--- config.mk ---
export PLATFORM = sky130hd
export DESIGN_NAME = control_crono
export DESIGN_NICKNAME = d
export VERILOG_FILES = /design/src/rtl/control_crono.sv
export SDC_FILE = /design/constraint.sdc
export NUM_CORES = 1
export LEC_CHECK = 0
export CAP_MARGIN = 10
export CORE_UTILIZATION = 48
export DETAILED_ROUTE_END_ITERATION = 16
export HOLD_SLACK_MARGIN = 0.12
export PLACE_DENSITY = 0.85
export SYNTH_ARGS = -nofsm -noshare
export SYNTH_HDL_FRONTEND = slang
export SYNTH_SLANG_ARGS = --single-unit
--- constraint.sdc ---
create_clock -name CLK -period 3.2 [get_ports CLK]
set_input_delay 0.64 -clock CLK [delete_from_list [all_inputs] [get_ports CLK]]
set_output_delay 0.64 -clock CLK [all_outputs]
set_load 0.03 [all_outputs]
--- src/rtl/control_crono.sv ---
// rtl/control_crono.sv - BCD HH:MM:SS countdown timer with ring phase and auto-stop
module control_crono #(
    parameter int RING_SEC = 30
) (
    input  logic       CLK,
    input  logic       reset,
    input  logic       tick_1s,
    input  logic       load,
    input  logic       start,
    input  logic       stop,
    input  logic       ack,
    input  logic [7:0] hh_in,
    input  logic [7:0] mm_in,
    input  logic [7:0] ss_in,
    output logic [7:0] hh,
    output logic [7:0] mm,
    output logic [7:0] ss,
    output logic       fin_crono,
    output logic       running,
    output logic       load_err
);
    typedef enum logic [1:0] {
        IDLE  = 2'b00,
        RUN   = 2'b01,
        PAUSE = 2'b10,
        RING  = 2'b11
    } state_t;

    localparam logic [7:0] RING_LAST = 8'(RING_SEC - 1);

    state_t     state;
    logic [7:0] ring_cnt;
    logic [7:0] hh_dec, mm_dec, ss_dec;
    logic       dec_zero, value_zero, load_ok;

    // Nibbles are range-checked first so the packed byte compares act as BCD compares.
    assign load_ok = (hh_in[7:4] <= 4'd9) && (hh_in[3:0] <= 4'd9) &&
                     (mm_in[7:4] <= 4'd9) && (mm_in[3:0] <= 4'd9) &&
                     (ss_in[7:4] <= 4'd9) && (ss_in[3:0] <= 4'd9) &&
                     (ss_in <= 8'h59) && (mm_in <= 8'h59) && (hh_in <= 8'h23);

    assign value_zero = ({hh, mm, ss} == 24'h0);
    assign dec_zero   = ({hh_dec, mm_dec, ss_dec} == 24'h0);

    // One-second BCD decrement with borrow ss -> mm -> hh.
    always_comb begin
        hh_dec = hh;
        mm_dec = mm;
        ss_dec = ss;
        if (ss[3:0] != 4'd0) begin
            ss_dec[3:0] = ss[3:0] - 4'd1;
        end else if (ss[7:4] != 4'd0) begin
            ss_dec = {ss[7:4] - 4'd1, 4'd9};
        end else begin
            ss_dec = 8'h59;
            if (mm[3:0] != 4'd0) begin
                mm_dec[3:0] = mm[3:0] - 4'd1;
            end else if (mm[7:4] != 4'd0) begin
                mm_dec = {mm[7:4] - 4'd1, 4'd9};
            end else begin
                mm_dec = 8'h59;
                if (hh[3:0] != 4'd0) hh_dec[3:0] = hh[3:0] - 4'd1;
                else                 hh_dec      = {hh[7:4] - 4'd1, 4'd9};
            end
        end
    end

    always_ff @(posedge CLK or posedge reset) begin
        if (reset) begin
            state     <= IDLE;
            hh        <= 8'h00;
            mm        <= 8'h00;
            ss        <= 8'h00;
            fin_crono <= 1'b0;
            running   <= 1'b0;
            load_err  <= 1'b0;
            ring_cnt  <= 8'h00;
        end else begin
            load_err <= 1'b0;
            // Only the highest-priority active command is considered each cycle.
            if (load) begin
                if (load_ok) begin
                    hh        <= hh_in;
                    mm        <= mm_in;
                    ss        <= ss_in;
                    state     <= IDLE;
                    fin_crono <= 1'b0;
                    running   <= 1'b0;
                    ring_cnt  <= 8'h00;
                end else begin
                    load_err <= 1'b1;
                end
            end else if (ack) begin
                if (state == RING) begin
                    state     <= IDLE;
                    fin_crono <= 1'b0;
                    ring_cnt  <= 8'h00;
                end
            end else if (stop) begin
                if (state == RUN) begin
                    state   <= PAUSE;
                    running <= 1'b0;
                end
            end else if (start) begin
                if ((state == IDLE || state == PAUSE) && !value_zero) begin
                    state   <= RUN;
                    running <= 1'b1;
                end
            end else if (tick_1s) begin
                case (state)
                    RUN: begin
                        hh <= hh_dec;
                        mm <= mm_dec;
                        ss <= ss_dec;
                        if (dec_zero) begin
                            state     <= RING;
                            fin_crono <= 1'b1;
                            running   <= 1'b0;
                            ring_cnt  <= 8'h00;
                        end
                    end
                    RING: begin
                        if (ring_cnt == RING_LAST) begin
                            state     <= IDLE;
                            fin_crono <= 1'b0;
                            ring_cnt  <= 8'h00;
                        end else begin
                            ring_cnt <= ring_cnt + 8'd1;
                        end
                    end
                    default: ;
                endcase
            end
        end
    end
endmodule

==> impl_metrics.csv <==
group,metric,value,unit
run_status,status,"finished clean",
power_and_ir_drop,finalPower,1.47,mW
clock_network,cts.reportedPaths.clkPinSlew,0.07,ns
sta,layout_min_cycle_time,3.04,ns
min_path,min_to,"ring_cnt[7]",
drt,vias_per_cell,6.05,
worst_setup_path,required,3.41,ns
sta,max_freq,329,MHz
synthesis,syn_area_per_cell,7.95,um2
worst_setup_path,critPathKind,"reg -> reg",
worst_setup_path,crit_fanout,8,
clock_network,clock_latency,0.29,ns
worst_setup_path,worstPathArrival,3.25,ns
floorplanning,io_pins,58,
drt,drc,0,
floorplanning,chipHeight,73.8,um
global_routing,grtUsageTotal,27.2,%
worst_setup_path,rr_worst_depth,7,
floorplanning,core,0.00485,mm2
layout,final_cell_mix,"clkdlybuf4s50_1, o21ai_0, dfrtp_1",
synthesis,yosys.area.top_type,"dfrtp_1",
layout,syn_to_final_growth,34.6,%
place,port_buffers,57,
clock_network,cts_buffer_depth,2,
synthesis,synth_ff_type,"dfrtp_1",
drt,ant_nets,0,
layout,antenna_cells,0,
min_path,holdPathStages,1,
drt,dr.pass1.iters,5,
sta,fin_setup_tns,0,ns
clock_network,cts.sinks,37,
synthesis,synth_warnings,0,
synthesis,synth_top_area_share,37.4,%
worst_setup_path,r2r-end,"ring_cnt[6]",
power_and_ir_drop,swShare,36.9,%
sta,finalSetupViolCount,0,
worst_setup_path,startpoint_type,"register",
sta,worst-slew-pin-transition,0.750,ns
synthesis,synth_edf_count,0,
drt,wl_per_cell,15.6,um
global_routing,grt-ovfl-total,0,
global_routing,antenna_found_initial,0,
synthesis,yosysUniqueCellTypes,51,
worst_setup_path,timing.rr.start,"ss[6]",
clock_network,cts_tree,"built",
synthesis,ys_seq_elements,37,
sta,drv_slew,0,
power_and_ir_drop,clkPwrFrac,23.1,%
layout,drive_gt1_share,9.21,%
place,place_congestion,0.899,
power_and_ir_drop,p_sw,0.541,mW
worst_setup_path,r2r_setup_slack,0.16,ns
sta,finalCritPeriodShare,95.0,%
worst_setup_path,startpoint,"ss[6]",
power_and_ir_drop,power.internal,0.926,mW
sta,skew,0.00188,ns
synthesis,netlist_area,0.00247,mm2
power_and_ir_drop,p_leak,1.35,nW
clock_network,cts-buffers-inserted,5,
synthesis,synthesis.nets,348,
power_and_ir_drop,cellPowerDensity,441,mW/mm2
synthesis,syn_inst,311,
floorplanning,die_w,73.8,um
synthesis,synth_sequential_area_ratio,37.4,%
sta,max_slew_margin,48.7,%
place,dp_hpwl,5130,um
drt,totalWireLength,6960,um
worst_setup_path,crit_path_end_kind,"register",
floorplanning,initial_core_util,51.0,%
drt,vias,2703,
global_routing,grt_pass1_wl,11300,um
layout,nets,417,
floorplanning,rows,25,
sta,rsz0062_at_grt,"false",
power_and_ir_drop,p_comb_share,37.1,%
floorplanning,fp.dieArea,0.00544,mm2
drt,drt_iter0_markers,195,
global_routing,grt_max_degree,38,
min_path,hold_start,"ring_cnt[7]",
synthesis,synthArstFlopShare,100,%
sta,hold_viol,0,
power_and_ir_drop,p_seq_share,39.8,%
power_and_ir_drop,ir_drop,0.229,mV
clock_network,htree_num_levels,2,
global_routing,grt_pass1_vias,2467,
clock_network,root_buffer,"clkbuf_8",
synthesis,synth.area.top_cells,"dfrtp_1, o21ai_0, nor2_1",
min_path,min_path_type,"reg -> reg",
layout,final_common_cell,"clkdlybuf4s50_1",
flow_run,drv_cap,0,
==> timing repair <==
item / CTS / global route
hold buffers: 0 / 0
gates resized for setup: 0 / 3
buffers inserted: 0 / 0
setup endpoints to repair: 0 / 7
==> cells in the mapped netlist, types with 2 or more instances <==
cell,number
nor2b_1,3
ha_1,6
a21boi_0,2
nor4_2,2
o31ai_1,6
xor2_1,2
nor4b_1,2
nor3b_1,2
nor3_1,11
a22o_1,4
o21ai_0,54
nand2b_1,4
or4_1,5
buf_1,2
nand3_1,9
o211ai_1,3
and3_1,4
a22oi_1,4
nand2_1,20
nor2_1,34
a21oi_1,24
a211oi_1,2
or3_1,4
a41o_1,2
nor4_1,7
inv_1,15
dfrtp_1,37
clkbuf_1,12
a221o_1,3
and2_1,2
o21a_1,3
nand4_1,2
==> cells by family (layout without fill, tap and decap cells) <==
kind of cell	count (synthesis)	in the layout	synth area share, %
flip-flops	37	37	37.4
AND/OR/NAND/NOR	120	120	26.0
XOR/XNOR	2	2	0.709
buffers and inverters	30	99	4.60
AO/OA/AOI/OAI	115	115	27.8
adder cells (fa/ha/maj)	6	6	3.04
multiplexers	1	1	0.405
==> flip-flops by register name, indices dropped and copies added (netlist names) <==
signal and count:
fin_crono 1, hh 8, load_err 1, mm 8, ring_cnt 8, running 1, ss 8, state 2
==> worst max-delay path, stage by stage (launching register included) <==
cell      delay (ns)
dfrtp_1         0.46
or4_1           0.63
or4_4           0.56
nor4_4          0.26
o2111a_1        0.30
a31oi_4         0.14
or4_1           0.52
o211ai_1        0.09
==> layout make-up <==
cell class | count | area (um2)
fill | 398 | 1520
multi-input combinational | 244 | 1460
sequential | 37 | 926
timing repair buffer | 77 | 716
clock buffer | 7 | 86.3
tap | 67 | 83.8
inverter | 15 | 56.3
==> per-layer routing <==
metal | vias to the layer above | track usage, % | wire length [um]
li1 | 1284 | - | -
met1 | 1268 | 33.7 | 2870
met2 | 130 | 46.4 | 3410
met3 | 21 | 5.90 | 534
met4 | 0 | 9.62 | 146
met5 | - | 0 | 0
==> metrics by stage <==
| stage | std cells | util (%) | hold slack (ns) | area, um2 | worst slack [ns] |
|---|---|---|---|---|---|
| after floorplan | 311 | - | 0.446 | 2470 | 0.0851 |
| after global placement | 440 | 66.4 | 0.482 | 3220 | 0.178 |
| after detailed placement | 440 | 66.4 | 0.480 | 3220 | 0.0857 |
| after CTS | 447 | 68.2 | 0.495 | 3300 | 0.0664 |
| after global routing | 447 | 68.6 | 0.514 | 3330 | 0.0213 |
| final | 447 | 68.6 | 0.491 | 3330 | 0.160 |
==> worst max-delay path by stage <==
stage	cells past startpoint	slack, ns	endpoint
finish	7	0.16	ring_cnt[6]
detailed placement	9	0.09	state[0]
global placement	9	0.18	ring_cnt[6]
floorplan	9	0.09	ring_cnt[6]
global route	9	0.02	ring_cnt[3]
CTS	9	0.07	ring_cnt[3]
==> power groups by stage <==
stage / Clock [mW] / Sequential, mW / Combinational, mW
final: 0.338 / 0.584 / 0.544
after CTS: 0.341 / 0.582 / 0.540
after global routing: 0.358 / 0.590 / 0.592
after floorplan: 0 / 0.693 / 0.193
after detailed placement: 0 / 0.590 / 0.536
after global placement: 0 / 0.588 / 0.525
Power figures use the tool's default switching activity.
